`src/rtl/clock_pkg.sv`:
```
// Shared constants and helpers for the BCD clock/timer.
// Binary load/alarm values are clamped to range and converted to two BCD digits.
package clock_pkg;

    localparam int         DIGIT_W     = 4;
    localparam logic [5:0] SEC_MAX     = 6'd59;
    localparam logic [5:0] MIN_MAX     = 6'd59;
    localparam logic [5:0] HR_MAX      = 6'd23;
    localparam logic [3:0] SEP_DEFAULT = 4'hE;

    function automatic logic [2*DIGIT_W-1:0] bin_to_bcd_clamp(input logic [5:0] v,
                                                            input logic [5:0] lim);
        logic [5:0] c;
        logic [5:0] tens;
        logic [5:0] ones;
        c    = (v > lim) ? lim : v;
        tens = c / 6'd10;
        ones = c - tens * 6'd10;
        return {tens[3:0], ones[3:0]};
    endfunction

endpackage

```
`src/rtl/bcd_mod_counter.sv`:
```
// Two-digit BCD modulo counter (0..MAX_BCD) with load, increment and decrement.
// carry/borrow flag the wrap so counters can be chained within one cycle.
module bcd_mod_counter
    import clock_pkg::*;
#(
    parameter logic [2*DIGIT_W-1:0] MAX_BCD  = 8'h59,
    parameter logic [2*DIGIT_W-1:0] INIT_BCD = 8'h00
) (
    input  logic                   clk_50mhz,
    input  logic                   rst,
    input  logic                   inc,
    input  logic                   dec,
    input  logic                   load,
    input  logic [2*DIGIT_W-1:0]   load_val,
    output logic [2*DIGIT_W-1:0]   val,
    output logic [2*DIGIT_W-1:0]   nxt,
    output logic                   carry,
    output logic                   borrow
);

    logic [2*DIGIT_W-1:0] val_q;

    assign val = val_q;

    always_comb begin
        nxt    = val_q;
        carry  = 1'b0;
        borrow = 1'b0;
        if (load) begin
            nxt = load_val;
        end else if (inc) begin
            if (val_q == MAX_BCD) begin
                nxt   = '0;
                carry = 1'b1;
            end else if (val_q[DIGIT_W-1:0] == 4'd9) begin
                nxt = {val_q[2*DIGIT_W-1:DIGIT_W] + 4'd1, 4'd0};
            end else begin
                nxt = {val_q[2*DIGIT_W-1:DIGIT_W], val_q[DIGIT_W-1:0] + 4'd1};
            end
        end else if (dec) begin
            if (val_q == '0) begin
                nxt    = MAX_BCD;
                borrow = 1'b1;
            end else if (val_q[DIGIT_W-1:0] == 4'd0) begin
                nxt = {val_q[2*DIGIT_W-1:DIGIT_W] - 4'd1, 4'd9};
            end else begin
                nxt = {val_q[2*DIGIT_W-1:DIGIT_W], val_q[DIGIT_W-1:0] - 4'd1};
            end
        end
    end

    always_ff @(posedge clk_50mhz) begin
        if (rst) val_q <= INIT_BCD;
        else     val_q <= nxt;
    end

endmodule

```
`src/rtl/clock_timer_bcd.sv`:
```
// Real-time clock / countdown timer held as BCD digits, with run/pause button,
// load, up/down counting, countdown expiry and alarm; drives a packed HH-MM-SS word.
module clock_timer_bcd
    import clock_pkg::*;
#(
    parameter int         CLK_HZ   = 50000000,
    parameter int         INIT_HR  = 15,
    parameter int         INIT_MIN = 0,
    parameter int         INIT_SEC = 0,
    parameter logic [3:0] SEP_CODE = SEP_DEFAULT
) (
    input  logic        clk_50mhz,
    input  logic        rst,
    input  logic        pause_btn,
    input  logic        mode_down,
    input  logic        load,
    input  logic [4:0]  load_hr,
    input  logic [5:0]  load_min,
    input  logic [5:0]  load_sec,
    input  logic        alarm_en,
    input  logic [4:0]  alarm_hr,
    input  logic [5:0]  alarm_min,
    output logic [31:0] out,
    output logic        running,
    output logic        sec_pulse,
    output logic        alarm,
    output logic        expired
);

    localparam int            PW       = $clog2(CLK_HZ);
    localparam logic [PW-1:0] PRE_LAST = PW'(CLK_HZ - 1);

    localparam logic [7:0] INIT_HR_BCD  = bin_to_bcd_clamp(6'(INIT_HR), HR_MAX);
    localparam logic [7:0] INIT_MIN_BCD = bin_to_bcd_clamp(6'(INIT_MIN), MIN_MAX);
    localparam logic [7:0] INIT_SEC_BCD = bin_to_bcd_clamp(6'(INIT_SEC), SEC_MAX);

    logic [PW-1:0] prescaler;
    logic          sync1, sync2, sync_prev;
    logic          pause_edge, tick, step, up_step, dn_step;
    logic          next_zero, alarm_hit;
    logic [7:0]    sec_val, min_val, hr_val;
    logic [7:0]    sec_nxt, min_nxt, hr_nxt;
    logic          sec_carry, sec_borrow, min_carry, min_borrow, hr_carry, hr_borrow;
    logic          hr_unused;
    logic [7:0]    ld_hr_bcd, ld_min_bcd, ld_sec_bcd, al_hr_bcd, al_min_bcd;

    assign pause_edge = sync2 & ~sync_prev;
    assign tick       = running & (prescaler == PRE_LAST);
    // A load on the tick cycle swallows that tick entirely.
    assign step       = tick & ~load;
    assign up_step    = step & ~mode_down;
    assign dn_step    = step & mode_down;

    assign ld_hr_bcd  = bin_to_bcd_clamp({1'b0, load_hr}, HR_MAX);
    assign ld_min_bcd = bin_to_bcd_clamp(load_min, MIN_MAX);
    assign ld_sec_bcd = bin_to_bcd_clamp(load_sec, SEC_MAX);
    assign al_hr_bcd  = bin_to_bcd_clamp({1'b0, alarm_hr}, HR_MAX);
    assign al_min_bcd = bin_to_bcd_clamp(alarm_min, MIN_MAX);

    bcd_mod_counter #(.MAX_BCD(8'h59), .INIT_BCD(INIT_SEC_BCD)) u_sec (
        .clk_50mhz(clk_50mhz), .rst(rst), .inc(up_step), .dec(dn_step), .load(load),
        .load_val(ld_sec_bcd), .val(sec_val), .nxt(sec_nxt),
        .carry(sec_carry), .borrow(sec_borrow)
    );

    bcd_mod_counter #(.MAX_BCD(8'h59), .INIT_BCD(INIT_MIN_BCD)) u_min (
        .clk_50mhz(clk_50mhz), .rst(rst), .inc(sec_carry), .dec(sec_borrow), .load(load),
        .load_val(ld_min_bcd), .val(min_val), .nxt(min_nxt),
        .carry(min_carry), .borrow(min_borrow)
    );

    bcd_mod_counter #(.MAX_BCD(8'h23), .INIT_BCD(INIT_HR_BCD)) u_hr (
        .clk_50mhz(clk_50mhz), .rst(rst), .inc(min_carry), .dec(min_borrow), .load(load),
        .load_val(ld_hr_bcd), .val(hr_val), .nxt(hr_nxt),
        .carry(hr_carry), .borrow(hr_borrow)
    );

    // Hour wrap needs no further propagation.
    assign hr_unused = hr_carry | hr_borrow;

    assign next_zero = ({hr_nxt, min_nxt, sec_nxt} == 24'h000000);
    assign alarm_hit = ({hr_nxt, min_nxt, sec_nxt} == {al_hr_bcd, al_min_bcd, 8'h00});

    always_ff @(posedge clk_50mhz) begin
        if (rst) begin
            sync1     <= 1'b0;
            sync2     <= 1'b0;
            sync_prev <= 1'b0;
            prescaler <= '0;
            running   <= 1'b0;
            sec_pulse <= 1'b0;
            alarm     <= 1'b0;
            expired   <= 1'b0;
        end else begin
            sync1     <= pause_btn;
            sync2     <= sync1;
            sync_prev <= sync2;
            sec_pulse <= step;

            if (load)         prescaler <= '0;
            else if (running) prescaler <= tick ? '0 : prescaler + 1'b1;

            if (dn_step && next_zero) running <= 1'b0;
            else if (pause_edge)      running <= ~running;

            if (load)                      expired <= 1'b0;
            else if (dn_step && next_zero) expired <= 1'b1;

            if (!alarm_en)              alarm <= 1'b0;
            else if (step && alarm_hit) alarm <= 1'b1;
        end
    end

    assign out = {hr_val, SEP_CODE, min_val, SEP_CODE, sec_val};

endmodule

```
`config.mk`:
```
export PLATFORM = sky130hd
export DESIGN_NAME = clock_timer_bcd
export DESIGN_NICKNAME = d
export VERILOG_FILES = /design/src/rtl/clock_pkg.sv /design/src/rtl/bcd_mod_counter.sv /design/src/rtl/clock_timer_bcd.sv
export SDC_FILE = /design/constraint.sdc
export NUM_CORES = 1
export LEC_CHECK = 0
export ABC_AREA = 0
export CAP_MARGIN = 20
export CORE_MARGIN = 4
export CORE_UTILIZATION = 52
export CTS_CLUSTER_DIAMETER = 200
export DETAILED_ROUTE_END_ITERATION = 10
export PLACE_DENSITY = 0.78
export SYNTH_ARGS = -nofsm -noshare
export SYNTH_HDL_FRONTEND = slang
export SYNTH_SLANG_ARGS = --single-unit
```
`constraint.sdc`:
```
create_clock -name clk_50mhz -period 5.3 [get_ports clk_50mhz]
set_input_delay 1.06 -clock clk_50mhz [delete_from_list [all_inputs] [get_ports clk_50mhz]]
set_output_delay 1.06 -clock clk_50mhz [all_outputs]
set_load 0.05 [all_outputs]
```
Word level (Yosys, flattened, before mapping):

Cells that the tools add are included.

* register bits: 57
* output and inout bits: 36
* word-level logic and storage cells: 115

* $lt $le $gt $ge: 5
* bitwise logic cells: 10
* divide/modulo/power cells: 5
* equality and inequality tests: 8
* $add $sub $neg: 18
* muxes and demuxes: 41
* multipliers: 5
* reduce and logical (&&, ||, !) cells: 12

Operators by type and width (count)
* $mux W8: 21
* $div A6 B4 Y6 const B: 5
* $mul A6 B3 Y3 const B: 5
* $add A26 B1 Y26 const B: 1
* $eq A26 B26 Y1 const B: 1
* $mux W26: 1
* $add A4 B1 Y4 const B: 6
* $eq A24 B24 Y1: 1
* $logic_not A24 Y1: 1
* $logic_not A8 Y1: 3
* $sub A4 B1 Y4 const B: 6
* $sub A4 B4 Y4: 5
* $gt A6 B6 Y1 const B: 3
* $mux W6: 3
* $eq A8 B7 Y1 const B: 2
* $mux W1: 14
* $eq A4 B4 Y1 const B: 3
* $logic_not A4 Y1: 3
* $gt A5 B5 Y1 const B: 2
* $mux W5: 2
* $eq A8 B6 Y1 const B: 1
* $reduce_or A2 Y1: 3
* $and A1 B1 Y1: 5
* $not A1 Y1: 5
* $logic_and A1 B1 Y1: 2

Depth between registers and ports, before layout:

Gate-level depths: netlist of the first run.

* depth in word-level cells: 16
* gate-level depth with buffers: 22
* gate-level depth less buffers: 21

Hierarchy:

From an unflattened synthesis of the first run, not the netlist that was laid out.

* cells, all modules: 674
* area total of the unflattened synthesis: 5295.1 µm²

By module, submodules not included
* clock_timer_bcd: cells each 353, area each 2816.5 µm², times used 1, seq. area each 660.6 µm²
* bcd_mod_counter (u_min ...): cells each 108, area each 825.8 µm², times used 2, seq. area each 160.2 µm²
* bcd_mod_counter (u_hr): cells each 105, area each 827.0 µm², times used 1, seq. area each 160.2 µm²

Worst setup path after synthesis of the first run:

OpenSTA, ideal clock, no wires.

* path kind: input to register
* start point: in alarm_hr[3]
* end point: reg alarm
* setup slack: 261 ps
* buffers on the path: 2
* arrival: 4952 ps
* required time: 5213 ps
* cell stages on the path: 21
* library setup time: 87 ps
* cells stage by stage: clkbuf_1 > a21o_1 > ha_1 > nor3b_1 > o31ai_1 > ha_1 > nor3b_1 > o2bb2ai_1 > or2_2 > clkbuf_1 > ha_1 > inv_1 > fa_1 > nor2b_1 > a21oi_1 > nand4b_1 > o21ai_0 > nand3_1 > a2111oi_2 > nand4_1 > o31ai_1

* cells in the longest elaborated chain, start to end: 7

RTL lines
* start: declaration: line clock_timer_bcd.sv:21 `input logic [4:0] alarm_hr,`
* $gt A5 B5 Y1: line clock_pkg.sv:16 `c = (v > lim) ? lim : v;`
* $mux W5 *: line clock_pkg.sv:16
* $div A6 B4 Y6: line clock_pkg.sv:17 `tens = c / 6'd10;`
* $mul A6 B3 Y3: line clock_pkg.sv:18 `ones = c - tens * 6'd10;`
* $sub A4 B4 Y4: line clock_pkg.sv:18
* $eq A24 B24 Y1 *: line clock_timer_bcd.sv:82 `assign alarm_hit = ({hr_nxt, min_nxt, sec_nxt} == {al_hr_bcd, al_min_bcd, 8'h00});`
* $logic_and A1 B1 Y1 *: line clock_timer_bcd.sv:110 `else if (step && alarm_hit) alarm <= 1'b1;`
* end signal: assignment: line clock_timer_bcd.sv:92 `alarm <= 1'b0;`
* end signal: assignment: line clock_timer_bcd.sv:109 `if (!alarm_en) alarm <= 1'b0;`
* end signal: assignment: line clock_timer_bcd.sv:110
* end: declaration: line clock_timer_bcd.sv:26 `output logic alarm,`

Every way passes the cells marked *; elsewhere a longest branch is shown, timed or not.
A chain may end at the register's enable or synchronous reset.

Worst setup path in the final report of the first run:

* start point: in load_sec[4]
* end point: reg alarm

* cells in the longest elaborated chain, start to end: 8

RTL lines
* start: declaration: line clock_timer_bcd.sv:19 `input logic [5:0] load_sec,`
* $gt A6 B6 Y1: line clock_pkg.sv:16
* $mux W6 *: line clock_pkg.sv:16
* $div A6 B4 Y6: line clock_pkg.sv:17
* $mul A6 B3 Y3: line clock_pkg.sv:18
* $sub A4 B4 Y4: line clock_pkg.sv:18
* $mux W8 *: line bcd_mod_counter.sv:29 `if (load) begin`
* $eq A24 B24 Y1 *: line clock_timer_bcd.sv:82
* $logic_and A1 B1 Y1 *: line clock_timer_bcd.sv:110

Marked as above.

==> results of run 1 <==
power breakdown:
| part | switching, W | total (W) | internal (W) |
|---|---|---|---|
| combinational | 0.000301 | 0.000513 | 0.000212 |
| sequential | 0.0000357 | 0.000479 | 0.000444 |
| clock | 0.000204 | 0.000473 | 0.000269 |
| total | 0.000541 | 0.00147 | 0.000924 |
state kept, by name, summed over array words and instances (netlist names):
name,cells
u_hr.val,8
u_min.val,8
expired,1
sec_pulse,1
alarm,1
sync2,1
running,1
prescaler,26
sync1,1
sync_prev,1
u_sec.val,8
synth_stat cells, types with 9 or more instances:
library cell               number  share of area
sky130_fd_sc_hd__nor3b_1       10          0.013
sky130_fd_sc_hd__nor2b_1       27          0.030
sky130_fd_sc_hd__nand3b_1       9          0.012
sky130_fd_sc_hd__a211oi_1       9          0.012
sky130_fd_sc_hd__mux2i_1       11          0.020
sky130_fd_sc_hd__a21oi_1       37          0.033
sky130_fd_sc_hd__inv_1         43          0.029
sky130_fd_sc_hd__nor4_1        11          0.012
sky130_fd_sc_hd__ha_1          37          0.082
sky130_fd_sc_hd__nor2_1        74          0.049
sky130_fd_sc_hd__clkbuf_1      41          0.027
sky130_fd_sc_hd__nand2_1       47          0.031
sky130_fd_sc_hd__xnor2_1       19          0.029
sky130_fd_sc_hd__nand4_1       16          0.018
sky130_fd_sc_hd__a31oi_1       10          0.011
sky130_fd_sc_hd__nand2b_1      11          0.012
sky130_fd_sc_hd__nand3_1       34          0.030
sky130_fd_sc_hd__xor2_1        22          0.034
sky130_fd_sc_hd__or3_1         10          0.011
sky130_fd_sc_hd__o21ai_0       40          0.035
sky130_fd_sc_hd__dfxtp_1       57           0.20
sky130_fd_sc_hd__nor3_1        26          0.023
worst min path at each step:
stage / end / slack [ns]
6_report: sync2$_SDFF_PP0_ / 0.45
5_1_grt: sync2$_SDFF_PP0_ / 0.48
4_1_cts: sync2$_SDFF_PP0_ / 0.45
3_5_place_dp: sync2$_SDFF_PP0_ / 0.43
3_3_place_gp: sync2$_SDFF_PP0_ / 0.42
2_1_floorplan: sync2$_SDFF_PP0_ / 0.41
timing repair:
item	CTS	global route
endpoints found under the setup margin	0	3
resized for setup	0	12
setup buffers	0	1
cell families after synthesis:
family	after synthesis	share of synthesized area
AO/OA/AOI/OAI	187	0.226
XOR/XNOR	41	0.0636
adder cells (fa/ha/maj)	41	0.0962
buffers and inverters	94	0.0681
flip-flops	57	0.202
multiplexers	11	0.0195
other	2	0.00133
AND/OR/NAND/NOR	329	0.323
placed cells by master (no fill, tap or decap), types with 6 or more instances in the layout:
master and count:
sky130_fd_sc_hd__a211o_1 7, sky130_fd_sc_hd__a211oi_1 8, sky130_fd_sc_hd__a21oi_1 37, sky130_fd_sc_hd__a31oi_1 10, sky130_fd_sc_hd__and3_1 7, sky130_fd_sc_hd__buf_4 29
sky130_fd_sc_hd__clkbuf_8 9, sky130_fd_sc_hd__clkdlybuf4s50_1 61, sky130_fd_sc_hd__conb_1 8, sky130_fd_sc_hd__dfxtp_1 57, sky130_fd_sc_hd__ha_1 36, sky130_fd_sc_hd__inv_1 43
sky130_fd_sc_hd__mux2i_1 10, sky130_fd_sc_hd__nand2_1 47, sky130_fd_sc_hd__nand2b_1 11, sky130_fd_sc_hd__nand3_1 34, sky130_fd_sc_hd__nand3b_1 9, sky130_fd_sc_hd__nand4_1 16
sky130_fd_sc_hd__nor2_1 73, sky130_fd_sc_hd__nor2b_1 27, sky130_fd_sc_hd__nor3_1 26, sky130_fd_sc_hd__nor3b_1 9, sky130_fd_sc_hd__nor4_1 10, sky130_fd_sc_hd__o211ai_1 8
sky130_fd_sc_hd__o21a_1 6, sky130_fd_sc_hd__o21ai_0 38, sky130_fd_sc_hd__o22ai_1 7, sky130_fd_sc_hd__o31ai_1 8, sky130_fd_sc_hd__or3_1 10, sky130_fd_sc_hd__xnor2_1 19
sky130_fd_sc_hd__xor2_1 21
stage by stage:
step                       util  setup TNS, ns  power [W]  std cells  cell area, um2
after global routing      0.643        -0.0903    0.00154        959            6720
after CTS                 0.637              0    0.00145        958            6660
after detailed placement  0.615         -0.700   0.000981        942            6430
after global placement    0.615              0   0.000971        942            6430
after floorplan               -              0   0.000833        768            5670
final                     0.643              0    0.00147        959            6720
layer usage:
metal / vias to the layer above / routed length [um]
li1: 2897 / -
met1: 2870 / 7010
met2: 249 / 8500
met3: 40 / 1110
met4: 0 / 457
met5: - / 0
final cells by class:
cell class                 count  area (um2)
clock inverter                 7         103
fill                         987        3740
multi-input combinational    617        4200
sequential                    57        1140
timing repair buffer          90         828
tap                          136         170
clock buffer                   9         124
inverter                      43         161
==> run_results.csv, run 1 <==
group,metric,value,unit
outcome,run_status,"finished, final reports clean",
drt,drt-total-wl,17.1,mm
grt,gr-usage-met1,0.325,
placed_design,dp_hpwl,12.9,mm
die,floorplan.initialDensity,0.539,
drt,first_iter_violations,624,
run,timing.max_cap.violations,0,
sta,timing.final.setup_violations,0,
placed_design,buffer_ports.inserted,61,
logic_synthesis,ys_dominant_reg_cell,"sky130_fd_sc_hd__dfxtp_1",
grt,use_met3,0.0426,
die,num_rows,37,
setup_path,timing.critical_path.to,"alarm$_SDFFE_PP0P_",
logic_synthesis,synth.lib_cells_used.distinct,77,
setup_path,setup.reg_to_reg.worst_slack,1.29,ns
power,static-leakage-power,2.46,nW
min_path,hold_path_class,"reg2reg",
setup_path,timing.critical_path.from_type,"input port",
logic_synthesis,syn-cell-area,5640,um2
min_path,timing.hold.worst.start,"sync1$_SDFF_PP0_",
setup_path,ws_path_type,"in2reg",
logic_synthesis,synth.avg_cell_area,7.41,um2
clocking,clkLatencyLatePin,0.34,ns
sta,worstMarginPinSlew,1.01,ns
setup_path,worstReg2RegStart,"running$_SDFFE_PP0P_",
setup_path,regToRegEndpoint,"expired$_SDFFE_PP0P_",
drt,vias_per_cell,6.31,
die,chipHeight,112,um
grt,grt_max_degree,34,
grt,met2_usage,0.465,
setup_path,critical_path.cell_chain,"clkdlybuf4s50_1 -> inv_1 -> ha_1 -> nor3b_1 -> o21ai_0 -> o311ai_0 -> inv_1 -> ha_1 -> a2111oi_1 -> a211oi_1 -> inv_1 -> ha_1 -> inv_1 -> fa_1 -> xor2_2 -> a32oi_1 -> a211oi_2 -> and4_1 -> nand4_1 -> o31ai_1",
setup_path,critPathMaxFanout,4,
setup_path,ff2ff_path_depth,10,
sta,hold_viol_final,0,
drt,detailroute.via_count,6056,
setup_path,crit_family,"compound AO/OA/AOI/OAI gates",
sta,worst_clock_skew,0.0156,ns
logic_synthesis,synth-async-reset-ratio,0,
die,num_io_pins,70,
grt,grt_overflow,0,
setup_path,path_buf_inv,5,
placed_design,gp_congestion,0.956,
grt,number_of_antenna_violations_at_the_first_check_in_global_routing,0,
clocking,ctsHoldBuffers,0,
drt,remaining_drc_errors,0,
grt,gr-max-usage-layer,"met2",
min_path,worst_hold_path.num_cells,1,
sta,final_period_minus_worst_setup_slack,5.04,ns
finish,syn_to_final_growth,19.1,%
clocking,h-tree-depth,3,
clocking,numClockSinks,57,
die,die_width,112,um
clocking,clk_pin_slew_worst_paths,0.07,ns
logic_synthesis,ys_ff_latch,57,
setup_path,critPathLaunch,"load_sec[4]",
finish,layout.nets,893,
drt,ant_nets,0,
clocking,max-clock-path-buffers,2,
power,power.density,218,nW/um2
setup_path,critical_path.slowest_cell,"sky130_fd_sc_hd__clkdlybuf4s50_1",
setup_path,worst_path_most_repeated_cell,"sky130_fd_sc_hd__inv_1",
logic_synthesis,synth-seq-area-share,0.202,
placed_design,preCtsSetupSlack,-0.235,ns
grt,first_global_vias,5880,
die,die_area,12600,um2
sta,min_period_over_period,0.952,
clocking,cts_tree,"yes",
sta,maxClockFrequency,0.198,GHz
grt,globalRouteTotalUtil,0.263,
drt,drt-wirelength-per-cell,17.8,um
sta,postLayoutSetupSlackWorst,0.257,ns
finish,n_antenna_cell,0,
power,max-vdd-ir-drop,0.144,mV
logic_synthesis,count_of_flip_flops_with_a_built_in_enable_after_synthesis,0,
die,core-area,10500,um2
sta,whs,0.449,ns
clocking,cts_root_buffer,"sky130_fd_sc_hd__clkbuf_8",
sta,timing.final.max_slew_violations,0,
grt,grt_first_pass_wirelength,28.0,mm
drt,drt_first_pass_iters,5,
setup_path,timing.critical_path.to_type,"register",
logic_synthesis,netlist_instances,762,
clocking,tritoncts.num_buffers,9,
logic_synthesis,ys.warnings.count,0,
sta,timing.max_slew.rel_slack,0.322,
setup_path,cp.arrival,5.29,ns
setup_path,path_depth,20,
setup_path,critical-path-max-stage-delay,0.49,ns
setup_path,crit_required,5.55,ns
finish,drive_gt1_frac,0.0875,
Power figures use the tool's default switching activity.
==> run 2: changes to the inputs <==
--- a/config.mk
+++ b/config.mk
@@ -12,6 +12,7 @@
 export CTS_CLUSTER_DIAMETER = 200
 export DETAILED_ROUTE_END_ITERATION = 10
 export PLACE_DENSITY = 0.78
+export SETUP_SLACK_MARGIN = 0.1
 export SYNTH_ARGS = -nofsm -noshare
 export SYNTH_HDL_FRONTEND = slang
 export SYNTH_SLANG_ARGS = --single-unit
==> run 2 against run 1 <==
Compared with the run above: first-iteration DRC count down 3.4%; highest routed layer unchanged; core utilization up 0.41 points; power increased by 0.52%; cell count grew 0.10%; critical path type unchanged; design area rose by 0.63%; combinational power is 1% higher; largest cell class unchanged; die area is the same.
==> run_results.csv, run 2 (synthesized netlist as in run 1, its figures left out) <==
group,metric,value,unit
min_path,worst_hold_path.num_cells,1,
drt,vias_per_cell,6.35,
clocking,tritoncts.num_buffers,9,
setup_path,ws_path_type,"in2reg",
power,p_seq_frac,0.325,
clocking,h-tree-depth,3,
drt,drt-total-wl,17.2,mm
clocking,max-clock-path-buffers,2,
setup_path,regToRegEndpoint,"expired$_SDFFE_PP0P_",
setup_path,crit_required,5.55,ns
placed_design,dp_hpwl,12.9,mm
sta,worstMarginPinSlew,1.02,ns
power,cellInternalPower,0.000927,W
finish,registers.top_by_ff_count,"prescaler",
die,floorplan.initialDensity,0.539,
outcome,run_status,"finished, final reports clean",
clocking,cts_root_buffer,"sky130_fd_sc_hd__clkbuf_8",
placed_design,buffer_ports.inserted,61,
min_path,timing.hold.worst.start,"sync1$_SDFF_PP0_",
die,die_area,12600,um2
die,chipHeight,112,um
grt,grt_first_pass_wirelength,28.0,mm
setup_path,cp.arrival,5.27,ns
min_path,hold_end,"sync2$_SDFF_PP0_",
drt,first_iter_violations,603,
sta,timing.max_slew.rel_slack,0.314,
sta,final_period_minus_worst_setup_slack,5.02,ns
finish,final_cell_mix,"sky130_fd_sc_hd__nor2_1 (72), sky130_fd_sc_hd__clkdlybuf4s50_1 (60), sky130_fd_sc_hd__dfxtp_1 (57), sky130_fd_sc_hd__nand2_1 (47), sky130_fd_sc_hd__inv_1 (43)",
power,power_frac_comb,0.353,
setup_path,critPathMaxFanout,4,
setup_path,timing.critical_path.from_type,"input port",
finish,n_antenna_cell,0,
power,p_sw_frac,0.370,
power,power_switching,0.000546,W
placed_design,place.detailed.instances,942,
drt,ant_nets,0,
clocking,numClockSinks,57,
placed_design,gp_congestion,0.956,
min_path,hold_path_class,"reg2reg",
finish,largest_register_ff_count,26,
drt,detailroute.via_count,6095,
clocking,cts_tree,"yes",
drt,drt_first_pass_iters,6,
clocking,clk_pin_slew_worst_paths,0.08,ns
drt,remaining_drc_errors,0,
finish,final.fill_count,981,
setup_path,timing.critical_path.to_type,"register",
drt,drt-wirelength-per-cell,17.9,um
sta,timing.final.max_slew_violations,0,
finish,layout.nets,894,
power,power.density,218,nW/um2
sta,maxClockFrequency,0.199,GHz
run,timing.max_cap.violations,0,
finish,instances_no_fill,960,
die,num_rows,37,
finish,post-route-cell-area,6770,um2
power,static-leakage-power,2.48,nW
die,core-area,10500,um2
setup_path,ff2ff_path_depth,10,
grt,first_global_vias,5880,
power,max-vdd-ir-drop,0.144,mV
die,die_width,112,um
sta,timing.final.setup_violations,0,
sta,hold_viol_final,0,
placed_design,postPlaceCellArea,6430,um2
clocking,ctsHoldBuffers,0,
sta,final.setup.tns,0,ns
sta,min_period_over_period,0.947,
setup_path,setup.reg_to_reg.worst_slack,1.29,ns
finish,most_common_cell_after_layout_fill_and_taps_aside,"sky130_fd_sc_hd__nor2_1",
finish,drive_gt1_frac,0.0959,
sta,worst_clock_skew,0.0185,ns
grt,globalRouteTotalUtil,0.263,
grt,grt_max_degree,34,
setup_path,worstReg2RegStart,"running$_SDFFE_PP0P_",
power,power.share.clock,0.322,
grt,grt_overflow,0,
clocking,clkLatencyLatePin,0.35,ns
die,num_io_pins,70,
finish,syn_to_final_growth,19.9,%
grt,number_of_antenna_violations_at_the_first_check_in_global_routing,0,
==> run 2: changes by cell type in the layout (fill, tap and decap cells not counted), sizes merged <==
cell	delta
buf	+1
clkdlybuf4s50	-1
dlymetal6s2s	+1
==> run 2: how the worst max path moves through the flow <==
stage,depth (start not counted),start,to,slack (ns)
after CTS,22,load_min[3],alarm$_SDFFE_PP0P_,0.1
after floorplan,21,alarm_hr[3],alarm$_SDFFE_PP0P_,0.26
final,20,load_sec[4],alarm$_SDFFE_PP0P_,0.28
after global routing,20,load_sec[3],alarm$_SDFFE_PP0P_,-0.004
after global placement,22,load_min[3],alarm$_SDFFE_PP0P_,0.08
after detailed placement,22,load_min[3],alarm$_SDFFE_PP0P_,-0.24
==> run 2: power by group through the flow <==
stage / sequential [W] / clock, W / combinational [W]
after detailed placement: 0.000488 / 0 / 0.000493
after CTS: 0.000478 / 0.000475 / 0.000496
after floorplan: 0.000521 / 0 / 0.000312
after global placement: 0.000487 / 0 / 0.000483
after global routing: 0.000483 / 0.000499 / 0.000563
final: 0.000479 / 0.000474 / 0.000520
==> run 2: cell type report <==
cell class,count,area (um2),area share
timing repair buffer,91,838,0.124
multi-input combinational,617,4230,0.625
sequential,57,1140,0.169
clock buffer,9,124,0.0183
clock inverter,7,103,0.0152
inverter,43,161,0.0239
tap,136,170,0.0252
==> run 2: timing repair <==
item | 4_1_cts | 5_1_grt
cloned | 0 | 0
setup buffers | 0 | 2
setup endpoints to repair | 1 | 3
pin swaps | 0 | 14
gates resized for setup | 1 | 21
==> run 2: metrics by stage <==
| step | power, W | util | hold slack, ns | setup slack, ns |
|---|---|---|---|---|
| CTS | 0.00145 | 0.637 | 0.452 | 0.0981 |
| floorplan | 0.000833 | - | 0.414 | 0.261 |
| finish | 0.00147 | 0.647 | 0.448 | 0.278 |
| global placement | 0.000971 | 0.615 | 0.416 | 0.0828 |
| detailed placement | 0.000981 | 0.615 | 0.427 | -0.235 |
| global route | 0.00154 | 0.647 | 0.476 | -0.00378 |
==> run 2: critical path, cell delays in order <==
cell,delay (ns)
sky130_fd_sc_hd__clkdlybuf4s50_1,0.49
sky130_fd_sc_hd__inv_1,0.07
sky130_fd_sc_hd__ha_1,0.32
sky130_fd_sc_hd__nor3b_1,0.20
sky130_fd_sc_hd__o21ai_0,0.11
sky130_fd_sc_hd__o311ai_1,0.13
sky130_fd_sc_hd__inv_1,0.12
sky130_fd_sc_hd__ha_1,0.30
sky130_fd_sc_hd__a2111oi_1,0.38
sky130_fd_sc_hd__a211oi_1,0.12
sky130_fd_sc_hd__inv_1,0.10
sky130_fd_sc_hd__ha_1,0.14
sky130_fd_sc_hd__inv_1,0.05
sky130_fd_sc_hd__fa_1,0.40
sky130_fd_sc_hd__xor2_2,0.19
sky130_fd_sc_hd__a32oi_1,0.14
sky130_fd_sc_hd__a211oi_2,0.33
sky130_fd_sc_hd__and4_1,0.27
sky130_fd_sc_hd__nand4_1,0.11
sky130_fd_sc_hd__o31ai_2,0.22
==> run 2: metal layers <==
| layer | share of wire | track usage | vias up |
|---|---|---|---|
| li1 | - | - | 2901 |
| met1 | 0.41 | 0.325 | 2887 |
| met2 | 0.50 | 0.465 | 263 |
| met3 | 0.065 | 0.0426 | 44 |
| met4 | 0.029 | 0.0873 | 0 |
| met5 | 0 | 0 | - |
